`config.mk`:
```
export PLATFORM = sky130hd
export DESIGN_NAME = key_input_array
export DESIGN_NICKNAME = d
export VERILOG_FILES = /design/src/rtl/key_input_array.sv
export SDC_FILE = /design/constraint.sdc
export NUM_CORES = 1
export LEC_CHECK = 0
export BUFFER_PORTS_ARGS = -buffer_cell sky130_fd_sc_hd__buf_2
export CAP_MARGIN = 20
export CORE_UTILIZATION = 40
export DETAILED_ROUTE_END_ITERATION = 12
export PLACE_DENSITY = 0.56
export SYNTH_ARGS = -nofsm -noshare
export SYNTH_HDL_FRONTEND = slang
export SYNTH_SLANG_ARGS = --single-unit
export TNS_END_PERCENT = 1
```
`constraint.sdc`:
```
create_clock -name clock -period 2.2 [get_ports clock]
set_input_delay 0.44 -clock clock [delete_from_list [all_inputs] [get_ports clock]]
set_output_delay 0.44 -clock clock [all_outputs]
set_load 0.02 [all_outputs]
```
`src/rtl/key_input_array.sv`:
```
// key_input_array: synchronise, debounce and edge-detect CHANNELS key pins and queue key events
// in a valid/ready FIFO. Define KEY_INPUT_ARRAY_REPEAT_EN to build the per-channel auto-repeat.
module key_input_array #(
  parameter int CHANNELS            = 8,
  parameter int CLOCK_HZ            = 12_000_000,
  parameter int SAMPLE_HZ           = 10_000,
  parameter int FILTER_COUNT        = 3,
  parameter int ACTIVE_LOW          = 1,
  parameter int FIFO_DEPTH          = 4,
  parameter int REPEAT_DELAY_TICKS  = 5000,
  parameter int REPEAT_PERIOD_TICKS = 1000
) (
  input  logic                clock,
  input  logic                reset_n,
  input  logic                enable,
  input  logic [CHANNELS-1:0] async_in,
  output logic [CHANNELS-1:0] key_state,
  output logic [CHANNELS-1:0] press_pulse,
  output logic [CHANNELS-1:0] release_pulse,
  output logic                event_valid,
  input  logic                event_ready,
  output logic [((CHANNELS > 1) ? $clog2(CHANNELS) : 1)-1:0] event_channel,
  output logic                event_pressed,
  output logic                event_repeat,
  output logic                overflow,
  input  logic                overflow_clear
);
  localparam int CW  = (CHANNELS > 1) ? $clog2(CHANNELS) : 1;
  localparam int DIV = CLOCK_HZ / SAMPLE_HZ;
  localparam int PW  = (DIV > 1) ? $clog2(DIV) : 1;
  localparam int FW  = $clog2(FILTER_COUNT + 1);
  localparam int AW  = $clog2(FIFO_DEPTH);
  localparam int EW  = CW + 2;

  logic [CHANNELS-1:0] pin_level, sync_meta, sync_q;
  assign pin_level = (ACTIVE_LOW != 0) ? ~async_in : async_in;

  always_ff @(posedge clock or negedge reset_n) begin
    if (!reset_n) begin
      sync_meta <= '0;
      sync_q    <= '0;
    end else begin
      sync_meta <= pin_level;
      sync_q    <= sync_meta;
    end
  end

  logic [PW-1:0] presc;
  logic          tick;
  assign tick = enable && (presc == PW'(DIV - 1));

  always_ff @(posedge clock or negedge reset_n) begin
    if (!reset_n)              presc <= '0;
    else if (!enable || tick)  presc <= '0;
    else                       presc <= presc + 1'b1;
  end

  logic [FW-1:0] filt_cnt [CHANNELS];

  always_ff @(posedge clock or negedge reset_n) begin
    if (!reset_n) begin
      key_state     <= '0;
      press_pulse   <= '0;
      release_pulse <= '0;
      for (int unsigned i = 0; i < CHANNELS; i++) filt_cnt[i] <= '0;
    end else begin
      press_pulse   <= '0;
      release_pulse <= '0;
      if (tick) begin
        for (int unsigned i = 0; i < CHANNELS; i++) begin
          if (sync_q[i] != key_state[i]) begin
            if (filt_cnt[i] == FW'(FILTER_COUNT - 1)) begin
              key_state[i]     <= sync_q[i];
              filt_cnt[i]      <= '0;
              press_pulse[i]   <= sync_q[i];
              release_pulse[i] <= ~sync_q[i];
            end else begin
              filt_cnt[i] <= filt_cnt[i] + 1'b1;
            end
          end else begin
            filt_cnt[i] <= '0;
          end
        end
      end
    end
  end

  logic [CHANNELS-1:0] repeat_pulse;
`ifdef KEY_INPUT_ARRAY_REPEAT_EN
  localparam int RMAX = (REPEAT_DELAY_TICKS > REPEAT_PERIOD_TICKS) ? REPEAT_DELAY_TICKS
                                                                   : REPEAT_PERIOD_TICKS;
  localparam int RW   = $clog2(RMAX + 1);
  logic [RW-1:0]       hold_cnt [CHANNELS];
  logic [CHANNELS-1:0] hold_periodic;

  // Hold ticks count only while the sample agrees the key is still down.
  always_ff @(posedge clock or negedge reset_n) begin
    if (!reset_n) begin
      repeat_pulse  <= '0;
      hold_periodic <= '0;
      for (int unsigned i = 0; i < CHANNELS; i++) hold_cnt[i] <= '0;
    end else begin
      repeat_pulse <= '0;
      for (int unsigned i = 0; i < CHANNELS; i++) begin
        if (press_pulse[i] || release_pulse[i]) begin
          hold_cnt[i]      <= '0;
          hold_periodic[i] <= 1'b0;
        end else if (tick && key_state[i] && sync_q[i]) begin
          if (hold_cnt[i] + 1'b1 == (hold_periodic[i] ? RW'(REPEAT_PERIOD_TICKS)
                                                      : RW'(REPEAT_DELAY_TICKS))) begin
            hold_cnt[i]      <= '0;
            hold_periodic[i] <= 1'b1;
            repeat_pulse[i]  <= 1'b1;
          end else begin
            hold_cnt[i] <= hold_cnt[i] + 1'b1;
          end
        end
      end
    end
  end
`else
  assign repeat_pulse = '0;
`endif

  logic [CHANNELS-1:0] pend, pend_pressed, pend_repeat;
  logic [CHANNELS-1:0] new_event, grant, taken, replace;
  logic [CW-1:0]       grant_idx;
  logic [AW:0]         fifo_count;
  logic [AW-1:0]       wr_ptr, rd_ptr;
  logic [EW-1:0]       fifo_mem [FIFO_DEPTH];
  logic [EW-1:0]       head;
  logic                fifo_full, push, pop;

  always_comb begin
    grant     = '0;
    grant_idx = '0;
    for (int unsigned i = 0; i < CHANNELS; i++) begin
      if (pend[i] && (grant == '0)) begin
        grant[i]  = 1'b1;
        grant_idx = CW'(i);
      end
    end
  end

  assign fifo_full = (fifo_count == (AW + 1)'(FIFO_DEPTH));
  assign push      = !fifo_full && (pend != '0);
  assign pop       = event_valid && event_ready;
  assign new_event = press_pulse | release_pulse | repeat_pulse;
  assign taken     = grant & {CHANNELS{push}};
  // An event landing on a flag being enqueued this very cycle loses nothing.
  assign replace   = new_event & pend & ~taken;

  always_ff @(posedge clock or negedge reset_n) begin
    if (!reset_n) begin
      pend         <= '0;
      pend_pressed <= '0;
      pend_repeat  <= '0;
      overflow     <= 1'b0;
    end else begin
      pend         <= (pend & ~taken) | new_event;
      pend_pressed <= (pend_pressed & ~new_event) | press_pulse | repeat_pulse;
      pend_repeat  <= (pend_repeat & ~new_event) | repeat_pulse;
      if (replace != '0)       overflow <= 1'b1;
      else if (overflow_clear) overflow <= 1'b0;
    end
  end

  always_ff @(posedge clock) begin
    if (push) fifo_mem[wr_ptr] <= {grant_idx, pend_pressed[grant_idx], pend_repeat[grant_idx]};
  end

  always_ff @(posedge clock or negedge reset_n) begin
    if (!reset_n) begin
      wr_ptr     <= '0;
      rd_ptr     <= '0;
      fifo_count <= '0;
    end else begin
      if (push) wr_ptr <= wr_ptr + 1'b1;
      if (pop)  rd_ptr <= rd_ptr + 1'b1;
      case ({push, pop})
        2'b10:   fifo_count <= fifo_count + 1'b1;
        2'b01:   fifo_count <= fifo_count - 1'b1;
        default: ;
      endcase
    end
  end

  assign head          = fifo_mem[rd_ptr];
  assign event_valid   = (fifo_count != '0);
  assign event_channel = event_valid ? head[EW-1:2] : '0;
  assign event_pressed = event_valid & head[1];
  assign event_repeat  = event_valid & head[0];
endmodule

```
# After elaboration in Yosys (flattened, before gate mapping)
# Memory sizes are Yosys's and may differ from the RTL's.
# Cells that the tools add are included.
# Widths: inputs -> output; s select.
[word_totals] reg_bits=99 ram_bits=20 in_bits=13 elab_cells=194 mem_count=1
[classes] n_addsub=13 n_lt_le_gt_ge=1 n_eq_ne=20 n_mux=76 bitwise_logic=23 reduce_logical=32
[memory_table] name="fifo_mem" depth=4 width=5 rd=1 rd_ports_with_merged_regs=0 wr=1 line="130" source="logic [EW-1:0] fifo_mem [FIFO_DEPTH];"
[op_table] operator="$and 8x8->8" count=6
[op_table] operator="$mux 1" count=47
[op_table] operator="$mux 2" count=16
[op_table] operator="$not 8->8" count=3
[op_table] operator="$or 8x8->8" count=3
[op_table] operator="$reduce_and 3->1" count=8
[op_table] operator="$mux 3" count=7
[op_table] operator="$add 2x1->2 const B" count=10
[op_table] operator="$eq 2x2->1 const B" count=9
[op_table] operator="$mux 8" count=2
[op_table] operator="$reduce_bool 8->1" count=2
[op_table] operator="$add 11x1->11 const B" count=1
[op_table] operator="$eq 11x11->1 const B" count=1
[op_table] operator="$mux 11" count=1
[op_table] operator="$logic_and 1x1->1" count=10
[op_table] operator="$not 1->1" count=9
[op_table] operator="$ne 1x1->1" count=8
[op_table] operator="$logic_not 7->1" count=1
[op_table] operator="$bmux 1 s3" count=2
[op_table] operator="$logic_not 6->1" count=1
[op_table] operator="$pmux 3 s2" count=1
[op_table] operator="$logic_not 5->1" count=1
[op_table] operator="$logic_not 4->1" count=1
[op_table] operator="$lt 3x4->1 const B" count=1
[op_table] operator="other kinds (11)" count=14

# Depth between registers and ports, before layout
# Gate-level depths: netlist of run 1.
[depth] ltp_word=27 mapped_depth=9 mapped_depth_nobuf=9

# Least setup slack after synthesis of run 1
# No wires, ideal clock.
[synth_path] kind="reg-to-reg" from="register pend[0]" to="register fifo_count[2]" setup_ns=0.079 arrival_ns=2.147 t_required_ns=2.121 path_slack_ns=-0.027 path_stages_with_launch=10 n_path_buf=0 cell_sequence="dfrtp_1 -> nor4_4 -> a31oi_2 -> inv_2 -> ha_1 -> inv_1 -> fa_1 -> xor2_1 -> nor2_1 -> xor2_1"
[synth_via] elab_chain_cells=4
[synth_lines] item="start, declared" line="125" source="logic [CHANNELS-1:0] pend, pend_pressed, pend_repeat;"
[synth_lines] item="start signal, assigned" line="160" source="pend <= (pend & ~taken) | new_event;"
[synth_lines] item="$reduce_bool 8->1 (*)" line="146" source="assign push = !fifo_full && (pend != '0);"
[synth_lines] item="$logic_and 1x1->1 (*)" line="146"
[synth_lines] item="$eq 2x1->1 or $eq 2x2->1 (tied branches)" line="180" source="case ({push, pop})"
[synth_lines] item="$pmux 3 s2 or $reduce_bool 2->1 (tied branches)"
[synth_lines] item="end signal, assigned" line="181" source="2'b10: fifo_count <= fifo_count + 1'b1;"
[synth_lines] item="end signal, assigned" line="182" source="2'b01: fifo_count <= fifo_count - 1'b1;"
[synth_lines] item="end, declared" line="128" source="logic [AW:0] fifo_count;"
# Every way passes the cells marked *; elsewhere a longest branch is shown, timed or not.
# A chain may end at the register's enable or synchronous reset.

# Final worst setup path of run 1
[layout_path] from="register rd_ptr[0]" to="output port event_channel[0] (netlist bit)"
[layout_via] elab_chain_cells=2
[layout_lines] item="start, declared" line="129" source="logic [AW-1:0] wr_ptr, rd_ptr;"
[layout_lines] item="start signal, assigned" line="179" source="if (pop) rd_ptr <= rd_ptr + 1'b1;"
[layout_lines] item="$mem_v2 4x5"
[layout_lines] item="$mux 3" line="190" source="assign event_channel = event_valid ? head[EW-1:2] : '0;"
[layout_lines] item="end, declared" line="22" source="output logic [((CHANNELS > 1) ? $clog2(CHANNELS) : 1)-1:0] event_channel,"
# Every way passes these cells.

==> impl_metrics.sql, run 1 <==
INSERT INTO impl_metrics (metric_group, metric, value, unit) VALUES
('layout', 'layout-drive-gt1-share', '0.2710', ''),
('sta', 'fin_setup_tns', '0', 'ns'),
('sta', 'setup_slack', '0.04343', 'ns'),
('clocking', 'cts_tree', 'yes', ''),
('synthesis', 'ys_top_cells_by_area', 'sky130_fd_sc_hd__dfrtp_1 (50%), sky130_fd_sc_hd__edfxtp_1 (12%), sky130_fd_sc_hd__nor3b_1 (2.6%)', ''),
('floorplanning', 'floorplan.die_area', '0.01286', 'mm2'),
('power', 'power.ir.vdd_worst', '0.4379', 'mV'),
('placement', 'hpwlAfterDp', '6686', 'um'),
('layout', 'flow.area_growth_from_synthesis', '25.03', '%'),
('sta', 'finalCritPeriodShare', '0.9803', ''),
('layout', 'layout_utilization', '0.5145', ''),
('power', 'report.power.total', '5594', 'uW'),
('floorplanning', 'initial_util', '0.4115', ''),
('sta', 'slew_headroom', '0.7412', ''),
('synthesis', 'synth_xor_xnor_area_share', '0.03882', ''),
('layout', 'largest-register', 'fifo_mem', ''),
('global_route', 'grt_overflow_total', '0', ''),
('synthesis', 'synth_mux_area_frac', '0.06075', ''),
('floorplanning', 'fp.dieH', '113.4', 'um'),
('synthesis', 'synth.ff_latch_count', '119', ''),
('placement', 'place.detailed.instances', '606', ''),
('critical_path', 'worstPathCellList', 'mux4_2, and2_1, buf_2', ''),
('sta', 'maxClockFrequency', '463.7', 'MHz'),
('layout', 'multi_input_comb_area', '0.001764', 'mm2'),
('detailed_routing', 'route.antenna.remaining_nets', '0', ''),
('synthesis', 'synth_adder_area_share', '0.01916', ''),
('placement', 'port_buffers', '43', ''),
('global_route', 'gr_layer_usage_met3', '0.04570', ''),
('sta', 'maxSlewViolCount', '0', ''),
('global_route', 'global_route_wire_length_before_repair', '15570', 'um'),
('clocking', 'htree_levels', '4', ''),
('clocking', 'cts.path.max_buffers', '2', ''),
('outcome', 'status', 'completed', ''),
('detailed_routing', 'routed-via-count', '3115', ''),
('global_route', 'grt.total_usage', '0.1610', ''),
('sta', 'timing_worst_slew_pin_value', '0.3882', 'ns'),
('critical_path', 'end_kind', 'output port', ''),
('clocking', 'clk_transition_reported_paths', '0.05', 'ns'),
('floorplanning', 'fp-row-count', '40', ''),
('global_route', 'grt_most_used_layer', 'met2', ''),
('hold_path', 'min-delay-path-class', 'in2reg', ''),
('layout', 'area.sequential', '0.003079', 'mm2'),
('synthesis', 'yosys.cell_count.top_type', 'sky130_fd_sc_hd__dfrtp_1', ''),
('global_route', 'grt_util_met2', '0.2556', ''),
('floorplanning', 'die_w', '113.4', 'um'),
('layout', 'nNetsFinal', '483', ''),
('synthesis', 'synth.top_cell.area_share', '0.4991', ''),
('synthesis', 'synth_ff_type', 'sky130_fd_sc_hd__dfrtp_1', ''),
('floorplanning', 'top_level_pins', '44', ''),
('detailed_routing', 'totalWireLength', '9369', 'um'),
('synthesis', 'synth_compound_area_frac', '0.08924', ''),
('clocking', 'clock-root-buffer', 'sky130_fd_sc_hd__clkbuf_16', ''),
('detailed_routing', 'drt-initial-drc-count', '105', ''),
('synthesis', 'syn_area', '0.004964', 'mm2'),
('critical_path', 'cp.buffers_inverters', '1', ''),
('layout', 'final-instance-count-excl-fill', '644', ''),
('critical_path', 'crit_path_max_fanout', '6', ''),
('layout', 'number_of_inserted_filler_cells_in_the_final_layout', '1071', ''),
('global_route', 'first_global_vias', '3148', ''),
('layout', 'largest_reg_flops', '20', ''),
('global_route', 'grt_max_degree', '43', ''),
('detailed_routing', 'wl_per_cell', '14.55', 'um'),
('synthesis', 'syn-instance-count', '385', ''),
('critical_path', 'maximum_cell_stage_delay_along_the_critical_path', '0.52', 'ns'),
('synthesis', 'synth_commonest_cells', 'sky130_fd_sc_hd__dfrtp_1 (99), sky130_fd_sc_hd__inv_1 (27), sky130_fd_sc_hd__nor2_1 (26)', ''),
('sta', 'post-route-min-period', '2.157', 'ns'),
('layout', 'antenna_cells', '0', ''),
('critical_path', 'worst-r2r-setup-slack', '0.12', 'ns'),
('critical_path', 'worst_ep_arrival_time', '1.72', 'ns'),
('floorplanning', 'fp.coreArea', '0.01206', 'mm2'),
('sta', 'finClkSkew', '0.01103', 'ns');
[cell type report]
class,instances,share of cell area
clock buffers,25,0.08327
clock inverters,7,0.01048
inverters,29,0.01835
multi-input cells,229,0.2843
flip-flops and latches,119,0.4962
well taps,168,0.03387
repair buffers,67,0.07359
[worst register-to-register path, delay by kind of cell (launching register included)]
family	cells	cell delay [ns]
AOI/OAI and AO/OA	3	0.64
buffers and inverters	2	0.27
DFF	1	0.43
and+or+nand+nor	2	0.47
[per-stage QoR]
| stage | hold WS (ns) | instance area, um2 |
|---|---|---|
| floorplan | 0.1444 | 4964 |
| global placement | 0.3316 | 5533 |
| detailed placement | 0.3364 | 5533 |
| CTS | 0.1460 | 6140 |
| global route | 0.1563 | 6206 |
| finish | 0.1594 | 6206 |
[report_power, final]
group          internal (uW)  switching [uW]  leakage, uW
logic                    271             256      0.00115
registers               2310             106      0.00147
clock network           1730             921     0.000284
total                   4310            1280      0.00291
[kinds of logic (layout without fill, tap and decap cells)]
family | count (synthesis) | in the layout
adders and majority gates | 7 | 7
DFF | 119 | 119
AOI/OAI and AO/OA | 55 | 55
buffers and inverters | 37 | 128
and+or+nand+nor | 123 | 123
muxes | 22 | 22
xor gates and xnor gates | 22 | 22
[path summary, 6_finish.rpt]
kind / from / end / depth (start not counted)
setup / recovery: rd_ptr[0] / event_channel[0] / 3
hold / removal: async_in[1] / sync_meta[1] / 2
setup reg to reg: pend[3] / fifo_mem[2][0] / 7
hold reg to reg: sync_meta[2] / sync_q[2] / 0
max in group asynchronous: reset_n / sync_q[0] / 3
min in group asynchronous: reset_n / pend[5] / 2
[layer usage]
layer	up-vias	wire, um
li1	1515	-
met2	50	4505
met3	14	296
met4	0	197
met5	-	0
met1	1536	4369
[cell usage in the layout, fill, tap and decap left out, types with 8 or more instances in the layout]
cell type,count
sky130_fd_sc_hd__xor2_1,10
sky130_fd_sc_hd__dfrtp_1,98
sky130_fd_sc_hd__inv_1,27
sky130_fd_sc_hd__nor3b_1,17
sky130_fd_sc_hd__edfxtp_1,20
sky130_fd_sc_hd__buf_2,39
sky130_fd_sc_hd__o21ai_0,9
sky130_fd_sc_hd__clkbuf_16,18
sky130_fd_sc_hd__nand3b_1,8
sky130_fd_sc_hd__xnor2_1,12
sky130_fd_sc_hd__mux2_1,8
sky130_fd_sc_hd__buf_4,21
sky130_fd_sc_hd__nor2_1,26
sky130_fd_sc_hd__and2_1,13
sky130_fd_sc_hd__nand2_1,18
sky130_fd_sc_hd__a21o_1,10
sky130_fd_sc_hd__nor3_1,9
[what timing repair did]
action,4_1_cts,5_1_grt
buffers inserted,1,4
gates resized for setup,2,12
setup endpoints to repair,6,14
hold buffers,1,0
pin swaps,0,3
endpoints found under the hold margin,23,0
(Power assumes the default switching activity.)
==> run 2: changes to the inputs <==
--- a/config.mk
+++ b/config.mk
@@ -8,6 +8,7 @@
 export BUFFER_PORTS_ARGS = -buffer_cell sky130_fd_sc_hd__buf_2
 export CAP_MARGIN = 20
 export CORE_UTILIZATION = 40
+export CTS_BUF_LIST = sky130_fd_sc_hd__clkbuf_2
 export DETAILED_ROUTE_END_ITERATION = 12
 export PLACE_DENSITY = 0.56
 export SYNTH_ARGS = -nofsm -noshare
==> run 2 against run 1 <==
Effect of this change: the flow now finishes with violations (negative setup slack); sequential cell count stayed put; combinational power is 4.6% higher; non-clock buffer count is 5 higher; critical endpoint is now event_repeat.
==> impl_metrics.sql, run 2 (synthesis results as in run 1) <==
INSERT INTO impl_metrics (metric_group, metric, value, unit) VALUES
('floorplanning', 'die_w', '113.4', 'um'),
('critical_path', 'worstPathCellList', 'mux4_2, and2_4, buf_6', ''),
('sta', 'holdWs', '0.1794', 'ns'),
('clocking', 'clock_latency', '0.67', 'ns'),
('detailed_routing', 'routed_via_density', '4.794', ''),
('layout', 'largest-register', 'fifo_mem', ''),
('critical_path', 'cp.buffers_inverters', '1', ''),
('job', 'max_cap_viol_count', '0', ''),
('detailed_routing', 'detailed_routing_iteration_count_for_the_pre_antenna_repair_pass', '4', ''),
('clocking', 'clock_sink_count', '119', ''),
('layout', 'layout_commonest_cell', 'sky130_fd_sc_hd__dfrtp_1', ''),
('critical_path', 'crit_path_max_fanout', '6', ''),
('floorplanning', 'floorplan.die_area', '0.01286', 'mm2'),
('placement', 'hpwlAfterDp', '6686', 'um'),
('sta', 'post-route-min-period', '2.415', 'ns'),
('detailed_routing', 'route.antenna.remaining_nets', '0', ''),
('sta', 'finalCritPeriodShare', '1.098', ''),
('global_route', 'grt_max_degree', '43', ''),
('critical_path', 'timing.critical_path.from_type', 'flop', ''),
('clocking', 'cts.path.max_buffers', '2', ''),
('layout', 'flow.area_growth_from_synthesis', '18.93', '%'),
('placement', 'port_buffers', '43', ''),
('layout', 'multi_input_comb_area', '0.001758', 'mm2'),
('sta', 'maxClockFrequency', '414.0', 'MHz'),
('global_route', 'grt_overflow_total', '0', ''),
('detailed_routing', 'wl_per_cell', '14.45', 'um'),
('critical_path', 'end_kind', 'output port', ''),
('layout', 'area.sequential', '0.003079', 'mm2'),
('sta', 'slew_headroom', '0.6428', ''),
('placement', 'place.detailed.instances', '606', ''),
('critical_path', 'slowest_stage', 'sky130_fd_sc_hd__mux4_2', ''),
('outcome', 'status', 'complete, but fails checks', ''),
('global_route', 'initial_antenna_violation_count', '0', ''),
('layout', 'leading_registers_by_flop_count', 'fifo_mem (20), filt_cnt (16), presc (11)', ''),
('critical_path', 'critical_path_class', 'reg2out', ''),
('critical_path', 'critPathRequiredTime', '1.76', 'ns'),
('global_route', 'grt.total_usage', '0.1634', ''),
('power', 'report.power.total', '4245', 'uW'),
('clocking', 'clk_transition_reported_paths', '0.16', 'ns'),
('global_route', 'first_global_vias', '3172', ''),
('power', 'power.ir.vdd_worst', '0.3666', 'mV'),
('sta', 'setup_slack', '-0.2153', 'ns'),
('sta', 'timing.final.setup_violations', '6', ''),
('power', 'leakagePower', '0.002788', 'uW'),
('layout', 'layout-drive-gt1-share', '0.2578', ''),
('sta', 'rsz0062_at_grt', 'yes', ''),
('detailed_routing', 'totalWireLength', '9377', 'um'),
('detailed_routing', 'routed-via-count', '3111', ''),
('clocking', 'cts_tree', 'yes', ''),
('hold_path', 'min-delay-path-class', 'in2reg', ''),
('critical_path', 'worst_ep_arrival_time', '1.98', 'ns'),
('layout', 'layout_common_cells', 'sky130_fd_sc_hd__dfrtp_1 (98), sky130_fd_sc_hd__buf_2 (36), sky130_fd_sc_hd__inv_1 (27)', ''),
('clocking', 'cts-buffers-inserted', '17', ''),
('layout', 'largest_reg_flops', '20', ''),
('clocking', 'htree_levels', '4', ''),
('clocking', 'clock-root-buffer', 'sky130_fd_sc_hd__clkbuf_2', ''),
('sta', 'maxSlewViolCount', '0', ''),
('critical_path', 'crit_family', 'multiplexers', ''),
('sta', 'hold_viol', '0', ''),
('critical_path', 'maximum_cell_stage_delay_along_the_critical_path', '0.54', 'ns'),
('layout', 'antenna_cells', '0', ''),
('layout', 'number_of_inserted_filler_cells_in_the_final_layout', '1109', ''),
('layout', 'nNetsFinal', '488', ''),
('outcome', 'failed_checks', 'negative setup slack', ''),
('sta', 'finClkSkew', '0.03012', 'ns'),
('layout', 'final-instance-count-excl-fill', '649', ''),
('floorplanning', 'fp-row-count', '40', ''),
('sta', 'timing_worst_slew_pin_value', '0.5335', 'ns'),
('placement', 'pre_cts_slack', '0.003811', 'ns'),
('floorplanning', 'top_level_pins', '44', ''),
('global_route', 'global_route_wire_length_before_repair', '15670', 'um'),
('critical_path', 'worst-r2r-setup-slack', '-0.02', 'ns'),
('placement', 'gp_congestion', '0.7679', ''),
('detailed_routing', 'count_of_unresolved_drc_violations_after_routing', '0', ''),
('floorplanning', 'fp.coreArea', '0.01206', 'mm2'),
('floorplanning', 'fp.dieH', '113.4', 'um'),
('power', 'power-per-cell-area', '719.1', 'mW/mm2'),
('detailed_routing', 'drt-initial-drc-count', '83', ''),
('sta', 'fin_setup_tns', '-1.034', 'ns'),
('floorplanning', 'initial_util', '0.4115', '');
run 2: cell type report:
| class | instances | area share |
|---|---|---|
| Sequential cell | 119 | 0.5216 |
| Multi-Input combinational cell | 229 | 0.2978 |
| Timing Repair Buffer | 72 | 0.09008 |
| Tap cell | 168 | 0.03561 |
| Inverter | 29 | 0.01929 |
| Clock inverter | 12 | 0.01865 |
| Clock buffer | 20 | 0.01696 |
run 2: path summary, 6_finish.rpt:
check | start | endpoint | cells past startpoint
max | rd_ptr[0] | event_repeat | 3
min | event_ready | rd_ptr[0] | 3
max reg2reg | fifo_count[0] | fifo_count[2] | 9
min reg2reg | sync_meta[7] | sync_q[7] | 0
max in group asynchronous | reset_n | press_pulse[7] | 3
min in group asynchronous | reset_n | filt_cnt[10] | 2
run 2: metrics by stage:
step | area [um2] | utilization
floorplan | 4964 | -
global placement | 5533 | 0.4587
detailed placement | 5533 | 0.4587
CTS | 5889 | 0.4883
global route | 5903 | 0.4894
finish | 5903 | 0.4894
run 2: what timing repair did:
action / CTS / global route
gates resized for setup: 13 / 5
pin swaps: 3 / 3
setup endpoints to repair: 7 / 15
buffers inserted: 1 / 0
hold endpoints to repair: 89 / 0
hold buffers: 10 / 0
run 2: power breakdown:
| part | leakage, uW | total [uW] | switching, uW | internal [uW] |
|---|---|---|---|---|
| Sequential | 0.00147 | 2400 | 98.5 | 2300 |
| Combinational | 0.00119 | 551 | 258 | 294 |
| Clock | 0.000134 | 1290 | 781 | 510 |
run 2: tightest hold or removal path, cell delays in order:
cell	delay (ns)
sky130_fd_sc_hd__buf_2	0.09
sky130_fd_sc_hd__and2_1	0.21
sky130_fd_sc_hd__xor2_1	0.09
run 2: layer usage:
| metal | GRT usage | vias up | wire length, um |
|---|---|---|---|
| li1 | - | 1527 | - |
| met1 | 0.2012 | 1515 | 4322 |
| met2 | 0.2585 | 55 | 4466 |
| met3 | 0.06217 | 14 | 414 |
| met4 | 0.06930 | 0 | 174 |
| met5 | 0 | - | 0 |
